==> src/rtl/sequenciador_mensagem_ascii.sv <==
// Sends an N-character message one character at a time through a serial TX, with a GAP-cycle idle between characters.
// Moore FSM: outputs are decoded from the registered state; tx_pronto only advances from ESPERA, and parar aborts any busy state.
module sequenciador_mensagem_ascii #(
  parameter int N   = 8,
  parameter int GAP = 2
) (
  input  logic                 clock,
  input  logic                 reset,
  input  logic                 iniciar,
  input  logic                 parar,
  input  logic                 tx_pronto,
  output logic                 partida_tx,
  output logic [$clog2(N)-1:0] indice,
  output logic                 ocupado,
  output logic                 pronto,
  output logic [3:0]           db_estado
);

  localparam int IW     = $clog2(N);
  localparam int GW     = (GAP > 1) ? $clog2(GAP) : 1;
  localparam int GAP_M1 = (GAP > 0) ? GAP - 1 : 0;
  localparam logic [IW-1:0] IDX_LAST = IW'(N - 1);
  localparam logic [GW-1:0] GAP_LAST = GW'(GAP_M1);

  typedef enum logic [3:0] {
    INICIAL   = 4'd0,
    PREPARA   = 4'd1,
    DISPARA   = 4'd2,
    ESPERA    = 4'd3,
    INTERVALO = 4'd4,
    PROXIMO   = 4'd5,
    FINAL     = 4'd6
  } t_estado;

  t_estado       r_estado;
  logic [IW-1:0] r_indice;
  logic [GW-1:0] r_gap;

  logic w_ultimo;
  logic w_fim_gap;
  logic w_ocupado;

  assign w_ultimo  = (r_indice == IDX_LAST);
  assign w_fim_gap = (r_gap == GAP_LAST);
  assign w_ocupado = (r_estado == PREPARA)   || (r_estado == DISPARA) ||
                     (r_estado == ESPERA)    || (r_estado == INTERVALO) ||
                     (r_estado == PROXIMO);

  always_ff @(posedge clock or negedge reset) begin
    if (!reset) begin
      r_estado <= INICIAL;
      r_indice <= '0;
      r_gap    <= '0;
    end else if (parar && w_ocupado) begin
      r_estado <= INICIAL;
      r_indice <= '0;
      r_gap    <= '0;
    end else begin
      case (r_estado)
        INICIAL: begin
          if (iniciar) r_estado <= PREPARA;
        end
        PREPARA: begin
          r_indice <= '0;
          r_gap    <= '0;
          r_estado <= DISPARA;
        end
        DISPARA: begin
          r_estado <= ESPERA;
        end
        ESPERA: begin
          // The last character ends the message before indice can move past N-1.
          if (tx_pronto) begin
            if (w_ultimo)     r_estado <= FINAL;
            else if (GAP > 0) r_estado <= INTERVALO;
            else              r_estado <= PROXIMO;
          end
        end
        INTERVALO: begin
          if (w_fim_gap) begin
            r_gap    <= '0;
            r_estado <= PROXIMO;
          end else begin
            r_gap <= r_gap + 1'b1;
          end
        end
        PROXIMO: begin
          r_indice <= r_indice + 1'b1;
          r_estado <= DISPARA;
        end
        FINAL: begin
          r_estado <= INICIAL;
        end
        default: begin
          r_estado <= INICIAL;
        end
      endcase
    end
  end

  assign partida_tx = (r_estado == DISPARA);
  assign pronto     = (r_estado == FINAL);
  assign ocupado    = w_ocupado;
  assign indice     = r_indice;
  assign db_estado  = r_estado;

endmodule

==> config.mk <==
export PLATFORM = sky130hd
export DESIGN_NAME = sequenciador_mensagem_ascii
export DESIGN_NICKNAME = d
export VERILOG_FILES = /design/src/rtl/sequenciador_mensagem_ascii.sv
export SDC_FILE = /design/constraint.sdc
export NUM_CORES = 1
export LEC_CHECK = 0
export BUFFER_PORTS_ARGS = -buffer_cell sky130_fd_sc_hd__clkbuf_2
export CAP_MARGIN = 20
export CORE_AREA = 4 4 41 43
export CTS_CLUSTER_DIAMETER = 120
export DETAILED_ROUTE_END_ITERATION = 16
export DIE_AREA = 0 0 45 47
export PLACE_DENSITY = 0.7
export RECOVER_POWER = 25
export SLEW_MARGIN = 0
export SYNTH_ARGS = -nofsm -noshare
export SYNTH_HDL_FRONTEND = slang
export SYNTH_SLANG_ARGS = --single-unit
==> constraint.sdc <==
create_clock -name clock -period 3.6 [get_ports clock]
set_input_delay 0.72 -clock clock [delete_from_list [all_inputs] [get_ports clock]]
set_output_delay 0.72 -clock clock [all_outputs]
set_load 0.02 [all_outputs]
==> results.toml, run 1 <==
[sta]
period_minus_slack_ns = 2.06
fmax_mhz = 487
skew_ns = 0.00261
slew_violations = 0
finalSetupTns_ns = 0
fin_ws_ns = 1.54
rsz0062_at_grt = "false"
hold_viol_final = 0
period_share_pct = 57.1
setup_violations = 0

[yosys]
synthArstFlopShare_pct = 100
synth_top_area_cell = "dfrtp_1"
synth_area_leaders = "dfrtp_1, a22o_1, ha_1"
synth_area_um2 = 474
syn_avg_cell_area_um2 = 9.48
yosysWarnings = 0
synth_most_common_cell = "dfrtp_1"
synth_edf_count = 0
synth-seq-cells = 7
synth_common_cells = "dfrtp_1, a21oi_1, nand2_1"
synth_top_cell_area_share_pct = 36.9
synth_fp_nets = 57
synth_cells = 50
yosysSeqAreaShare_pct = 36.9
synth_ff_type = "dfrtp_1"
ys_types = 27

[clock_tree]
clkSinkCount = 7
clk_latency_ns = 0.25
cts_root_buf = "clkbuf_4"
post_cts_buffers = 0
path_clk_slew_ns = 0.05
numCtsBuffers = 3
tritoncts = "yes"
ctsResizeCount = 0
cts_buffer_depth = 2
hold_buffers = 0
htree_levels = 1

[finish]
syn_to_final_growth_pct = 14.8
fin_area_um2 = 544
n_antenna_cell = 0
final_util_pct = 41.8
drive_gt1_share_pct = 29.0
nNetsFinal = 70

[power]
intPower_mw = 0.196
p_leak_nw = 0.268
power.density_nw_per_um2 = 644
seqPwrFrac_pct = 38.8
combPwrFrac_pct = 41.3
netSwitchingPower_mw = 0.154
clkPwrFrac_pct = 19.9
vdd_drop_max_v = 0.000336
sw_frac_of_total_pct = 44.0

[route]
wl_per_cell_um = 12.6
vias_per_cell = 5.35
first_pass_iters = 4
drt_wl_total_um = 974
vias = 412
drtIter0Drc = 3
final_antenna_net_count = 0
drcViolationCount = 0

[global_routing]
antenna_found_initial = 0
grt_usage_pct = 10.8
grt_pass1_wl_um = 1590
grt_max_degree = 19
grt_pass1_vias = 369
grt-ovfl-total = 0

[placed_design]
gp_congestion = 0.783
dp_hpwl_um = 720
io_buffers = 13
place_area_um2 = 519
dp_slack_ns = 1.82

[worst_setup_path]
critical_path_arrival_ns = 1.34
critPathKind = "reg -> out"
worstSetupStartpointType = "register"
critPathMaxFanout = 18
end_kind = "primary output"
slowest_delay_ns = 0.55
crit_path_top_delay_cell = "dfrtp_1"
crit_chain = "nor3_1 > a21oi_1 > clkbuf_2"
crit_required_ns = 2.88

[floorplanning]
die-height_um = 47
core_area_um2 = 1300
dieArea_um2 = 2120
start_util_pct = 36.4
die_x_um = 45
io_pins = 15
num_rows = 13

[run_status]
status = "finished clean"

[min_path]
holdCritPathClass = "in -> async"

[flow_run]
cap_violations = 0
[power groups by stage]
stage / Clock [mW] / Combinational, mW / Sequential [mW]
finish: 0.0697 / 0.145 / 0.136
global route: 0.0781 / 0.163 / 0.142
CTS: 0.0714 / 0.147 / 0.135
detailed placement: 0 / 0.146 / 0.136
global placement: 0 / 0.145 / 0.135
floorplan: 0 / 0.136 / 0.119
[sequential cells by signal, summed over array words and instances (netlist names)]
name,count
indice,3
db_estado,3
r_gap,1
[stage by stage]
step	hold slack [ns]	total power [mW]	instances
finish	0.348	0.350	77
global route	0.366	0.383	77
CTS	0.295	0.353	77
detailed placement	0.531	0.282	73
global placement	0.514	0.280	73
floorplan	0.424	0.255	50
[kinds of logic after synthesis]
| kind of cell | after synthesis | synth area share, % |
|---|---|---|
| multiplexers | 1 | 2.37 |
| other | 1 | 0.791 |
| AO/OA/AOI/OAI | 15 | 21.4 |
| flip-flops | 7 | 36.9 |
| AND/OR/NAND/NOR | 19 | 25.1 |
| buffers and inverters | 5 | 8.18 |
| adder cells (fa/ha/maj) | 2 | 5.28 |
[routing by layer]
metal | global-route usage [%] | up-vias | routed length, um
li1 | - | 203 | -
met1 | 13.8 | 196 | 430
met2 | 15.8 | 13 | 448
met3 | 7.66 | 0 | 96
met4 | 0 | 0 | 0
met5 | 0 | - | 0
[final cells by class]
class | instances | area, um2
fill | 140 | 757
multi-input combinational | 38 | 260
sequential | 7 | 175
timing repair buffer | 13 | 63.8
clock buffer | 4 | 26.3
tap | 15 | 18.8
[layout by cell type (no fill, tap or decap), types with 3 or more instances in the layout]
cell type,count
o21ai_0,3
a21oi_1,4
nor2_1,3
clkbuf_4,3
dfrtp_1,7
a22o_1,3
clkbuf_2,12
nand2_1,4
[path summary, 6_finish.rpt]
| kind | slack (ns) | to | cells after the start | from |
|---|---|---|---|---|
| max in group asynchronous | 2.99 | r_gap | 1 | reset |
| worst max-delay path | 1.54 | ocupado | 3 | db_estado[1] |
| worst min-delay path | 0.35 | db_estado[1] | 1 | reset |
| worst max register to register | 2.18 | r_gap | 3 | db_estado[2] |
| worst min register to register | 0.54 | indice[2] | 1 | indice[2] |
| min in group clock | 0.54 | indice[2] | 1 | indice[2] |
[critical path, delay by kind of cell, from the launching register on]
kind	cells	cell delay, ns
DFF	1	0.55
buffers and inverters	1	0.17
and+or+nand+nor	1	0.30
AOI/OAI and AO/OA	1	0.06
No activity file was read; power rests on OpenSTA's default activity.
==> run 2: changes to the inputs <==
--- a/config.mk
+++ b/config.mk
@@ -11,7 +11,7 @@
 export CTS_CLUSTER_DIAMETER = 120
 export DETAILED_ROUTE_END_ITERATION = 16
 export DIE_AREA = 0 0 45 47
-export PLACE_DENSITY = 0.7
+export PLACE_DENSITY = 0.72
 export RECOVER_POWER = 25
 export SLEW_MARGIN = 0
 export SYNTH_ARGS = -nofsm -noshare
==> constraint.sdc (replaced) <==
create_clock -name clock -period 1.71 [get_ports clock]
set_input_delay 0.342 -clock clock [delete_from_list [all_inputs] [get_ports clock]]
set_output_delay 0.342 -clock clock [all_outputs]
set_load 0.02 [all_outputs]
==> results.toml, run 2 (synthesis gave the netlist of run 1 again) <==
[run_status]
status = "finished clean"

[global_routing]
grtUsageMet1_pct = 12.3
grt_pass1_wl_um = 1640
grt_max_degree = 19
grt_usage_pct = 11.0
grtUsageMet3_pct = 3.45
use_met2_pct = 18.1
grt-ovfl-total = 0
grt_pass1_vias = 378
antenna_found_initial = 0
grt.busiest_layer = "met2"

[route]
drcViolationCount = 0
drtIter0Drc = 1
vias_per_cell = 5.21
final_antenna_net_count = 0
drt_wl_total_um = 1010
first_pass_iters = 2
vias = 406
wl_per_cell_um = 13.0

[finish]
register_area_um2 = 179
nNetsFinal = 71
n_antenna_cell = 0
layout_commonest_cell = "clkbuf_2"
fin_area_um2 = 563
nFillCells = 147
drive_gt1_share_pct = 34.9
multi_input_area_um2 = 265
mostFrequentLayoutCells = "clkbuf_2, a21oi_1, nand2_1, dfrtp_1"
syn_to_final_growth_pct = 18.7

[worst_setup_path]
worstSetupStartpointType = "register"
critPathKind = "reg -> out"
crit_chain = "nor3_2 > a21oi_1 > clkbuf_2"
r2r_cells = 3
critical_path_arrival_ns = 1.23
end_kind = "primary output"
crit_path_top_delay_cell = "dfrtp_2"
critPathMaxFanout = 18
crit_required_ns = 1.37
slowest_delay_ns = 0.51

[sta]
fin_ws_ns = 0.142
hold_viol_final = 0
skew_ns = 0.00329
period_share_pct = 91.7
setup_violations = 0
rsz0062_at_grt = "false"
period_minus_slack_ns = 1.57
slew_violations = 0
fmax_mhz = 638
finalSetupTns_ns = 0

[clock_tree]
clk_latency_ns = 0.25
cts_root_buf = "clkbuf_4"
post_cts_buffers = 0
path_clk_slew_ns = 0.05
clkSinkCount = 7
cts_buffer_depth = 2
htree_levels = 1
numCtsBuffers = 3
tritoncts = "yes"

[floorplanning]
die_x_um = 45
core_area_um2 = 1300
io_pins = 15
die-height_um = 47
start_util_pct = 36.4
num_rows = 13
dieArea_um2 = 2120

[min_path]
whs_path_depth = 2
holdCritPathClass = "in -> reg"

[placed_design]
gp_congestion = 0.773
place_area_um2 = 519
io_buffers = 13
dp_hpwl_um = 749
dp_slack_ns = 0.251

[flow_run]
cap_violations = 0

[power]
netSwitchingPower_mw = 0.336
power.density_nw_per_um2 = 1350
intPower_mw = 0.424
combPwrFrac_pct = 41.2
vdd_drop_max_v = 0.000721
sw_frac_of_total_pct = 44.2
clkPwrFrac_pct = 19.7
p_leak_nw = 0.269
seqPwrFrac_pct = 39.1
[run 2: cell types whose count changed in the layout (fill, tap and decap cells not counted)]
cell | previous run | this run
dfrtp_2 | 0 | 3
dfrtp_1 | 7 | 4
nor3_1 | 2 | 1
dlygate4sd3_1 | 0 | 1
nor3_2 | 0 | 1
[run 2: power by group through the flow]
stage | registers [mW] | logic (mW) | clock network (mW)
global route | 0.309 | 0.346 | 0.160
floorplan | 0.250 | 0.287 | 0
CTS | 0.289 | 0.314 | 0.155
detailed placement | 0.291 | 0.311 | 0
global placement | 0.285 | 0.307 | 0
finish | 0.297 | 0.313 | 0.150
[run 2: timing repair]
action,4_1_cts,5_1_grt
resized for setup,1,3
endpoints found under the setup margin,1,1
endpoints found under the hold margin,7,0
hold buffers,1,0
[run 2: worst paths after layout]
check	endpoint	slack [ns]	startpoint
hold / removal	db_estado[2]	0.35	parar
hold reg to reg	indice[1]	0.53	indice[1]
setup / recovery	ocupado	0.14	db_estado[1]
min in group asynchronous	indice[1]	0.53	reset
setup reg to reg	r_gap	0.35	db_estado[2]
max in group asynchronous	db_estado[2]	0.88	reset
[run 2: per-layer routing]
| metal | part of all wire [%] | vias to the layer above |
|---|---|---|
| li1 | - | 208 |
| met4 | 1.1 | 0 |
| met5 | 0 | - |
| met3 | 5.8 | 2 |
| met2 | 49 | 7 |
| met1 | 44 | 189 |
[run 2: cell type report]
class                           instances  share of cell area, %
Clock buffer                            4                   4.67
Sequential cell                         7                   31.8
Timing Repair Buffer                   14                   13.1
Tap cell                               15                   3.33
Multi-Input combinational cell         38                   47.1
[run 2: critical path, delay by kind of cell, from the launching register on]
kind | cells | cell delay [ns]
compound gates | 1 | 0.06
buf+inv | 1 | 0.16
simple gates | 1 | 0.24
flops | 1 | 0.51
[run 2: through the flow]
stage / hold slack [ns] / cells / util, % / power [mW]
finish: 0.348 / 78 / 43.3 / 0.761
global route: 0.347 / 78 / 43.3 / 0.815
CTS: 0.347 / 78 / 42.8 / 0.759
detailed placement: 0.188 / 73 / 39.9 / 0.602
global placement: 0.184 / 73 / 39.9 / 0.592
floorplan: 0.0464 / 50 / - / 0.537
==> run 3: changes to the inputs <==
--- a/config.mk
+++ b/config.mk
@@ -11,8 +11,10 @@
 export CTS_CLUSTER_DIAMETER = 120
 export DETAILED_ROUTE_END_ITERATION = 16
 export DIE_AREA = 0 0 45 47
+export GPL_TIMING_DRIVEN = 0
 export PLACE_DENSITY = 0.72
 export RECOVER_POWER = 25
+export SETUP_SLACK_MARGIN = 0.1
 export SLEW_MARGIN = 0
 export SYNTH_ARGS = -nofsm -noshare
 export SYNTH_HDL_FRONTEND = slang
==> results.toml, run 3 (synthesis gave the netlist of run 1 again) <==
[clock_tree]
cts_root_buf = "clkbuf_4"
clkSinkCount = 7
clk_latency_ns = 0.25
tritoncts = "yes"
path_clk_slew_ns = 0.05
cts_buffer_depth = 2
htree_levels = 1
numCtsBuffers = 3

[global_routing]
grt_max_degree = 11
grt_pass1_wl_um = 1860
antenna_found_initial = 0
grt_usage_pct = 12.1
grt_pass1_vias = 418
grt-ovfl-total = 0

[floorplanning]
die-height_um = 47
die_x_um = 45
dieArea_um2 = 2120
num_rows = 13
start_util_pct = 36.4
io_pins = 15
core_area_um2 = 1300

[route]
first_pass_iters = 4
drcViolationCount = 0
drt_wl_total_um = 1100
drtIter0Drc = 7
wl_per_cell_um = 12.9
final_antenna_net_count = 0
vias = 443
vias_per_cell = 5.21

[worst_setup_path]
crit_buf_inv = 2
end_kind = "primary output"
worstSetupStartpoint = "db_estado[1]"
critPathMaxFanout = 7
worstSetupStartpointType = "register"
slowest_delay_ns = 0.40
critical_path_arrival_ns = 1.23
crit_family = "flip-flops"
crit_chain = "buf_8 > nor3_2 > a21oi_2 > clkbuf_4"
crit_path_top_delay_cell = "dfrtp_1"
r2r-start = "db_estado[1]"
r2r_slack_ns = 0.34
critPathKind = "reg -> out"
crit_required_ns = 1.37

[sta]
setup_violations = 0
rsz0062_at_grt = "true"
finalSetupTns_ns = 0
hold_slack_ns = 0.364
hold_viol_final = 0
period_share_pct = 91.6
skew_ns = 0.00205
period_minus_slack_ns = 1.57
fmax_mhz = 638
slew_violations = 0

[finish]
mostFrequentLayoutCells = "clkbuf_2, buf_4, dfrtp_1"
drive_gt1_share_pct = 42.9
layout_commonest_cell = "clkbuf_2"
stdcell_count = 85
multi_input_area_um2 = 280
register_area_um2 = 178
n_antenna_cell = 0
syn_to_final_growth_pct = 37.7
nFillCells = 134
nNetsFinal = 78

[power]
sw_frac_of_total_pct = 40.4
netSwitchingPower_mw = 0.372
intPower_mw = 0.549
power.density_nw_per_um2 = 1410
combPwrFrac_pct = 58.6
p_leak_nw = 0.317
clkPwrFrac_pct = 15.9
power_mw = 0.922
seqPwrFrac_pct = 25.4
vdd_drop_max_v = 0.000664

[flow_run]
cap_violations = 0

[placed_design]
gp_congestion = 0.842
io_buffers = 13
dpl.cell_count = 78
dp_hpwl_um = 773

[min_path]
hold_start = "parar"
holdCritPathClass = "in -> reg"

[run_status]
status = "finished clean"
run 3: cell types whose count changed in the layout (fill, tap and decap cells not counted), sizes merged:
cell / previous run / this run
buf: 0 / 9
clkbuf: 17 / 15
run 3: metal layers:
layer | GRT usage, % | up-vias | part of all wire [%] | routed length (um)
met1 | 15.4 | 207 | 43 | 468
met2 | 17.8 | 15 | 49 | 534
met4 | 2.34 | 0 | 0.91 | 10
met3 | 7.28 | 2 | 7.7 | 84
met5 | 0 | - | 0 | 0
li1 | - | 219 | - | -
run 3: power by group through the flow:
stage | clock (mW) | combinational [mW] | sequential (mW)
floorplan | 0 | 0.293 | 0.250
global placement | 0 | 0.420 | 0.224
detailed placement | 0 | 0.428 | 0.224
CTS | 0.156 | 0.469 | 0.225
global route | 0.167 | 0.592 | 0.238
finish | 0.147 | 0.540 | 0.234
run 3: timing repair:
item / 4_1_cts / 5_1_grt
hold endpoints to repair: 7 / 0
setup buffers: 0 / 2
endpoints found under the setup margin: 3 / 3
gates resized for setup: 5 / 11
hold buffers: 1 / 0
run 3: area by class of cell:
class                           count  area share (%)
Buffer                              5            8.05
Clock buffer                        4            4.02
Multi-Input combinational cell     38            42.9
Sequential cell                     7            27.2
Tap cell                           15            2.87
Timing Repair Buffer               16            14.9
run 3: path summary, 6_finish.rpt:
check,endpoint,cells after the start
max,ocupado,4
min,db_estado[2],2
max reg2reg,indice[0],5
min reg2reg,indice[2],1
max in group asynchronous,db_estado[2],2
min in group asynchronous,indice[1],2
run 3: through the flow:
step | setup slack (ns) | util [%] | cell area (um2)
floorplan | 0.242 | - | 479
global placement | 0.347 | 43.3 | 563
detailed placement | 0.334 | 43.3 | 563
CTS | 0.109 | 47.6 | 619
global route | 0.0806 | 50.2 | 653
finish | 0.143 | 50.2 | 653
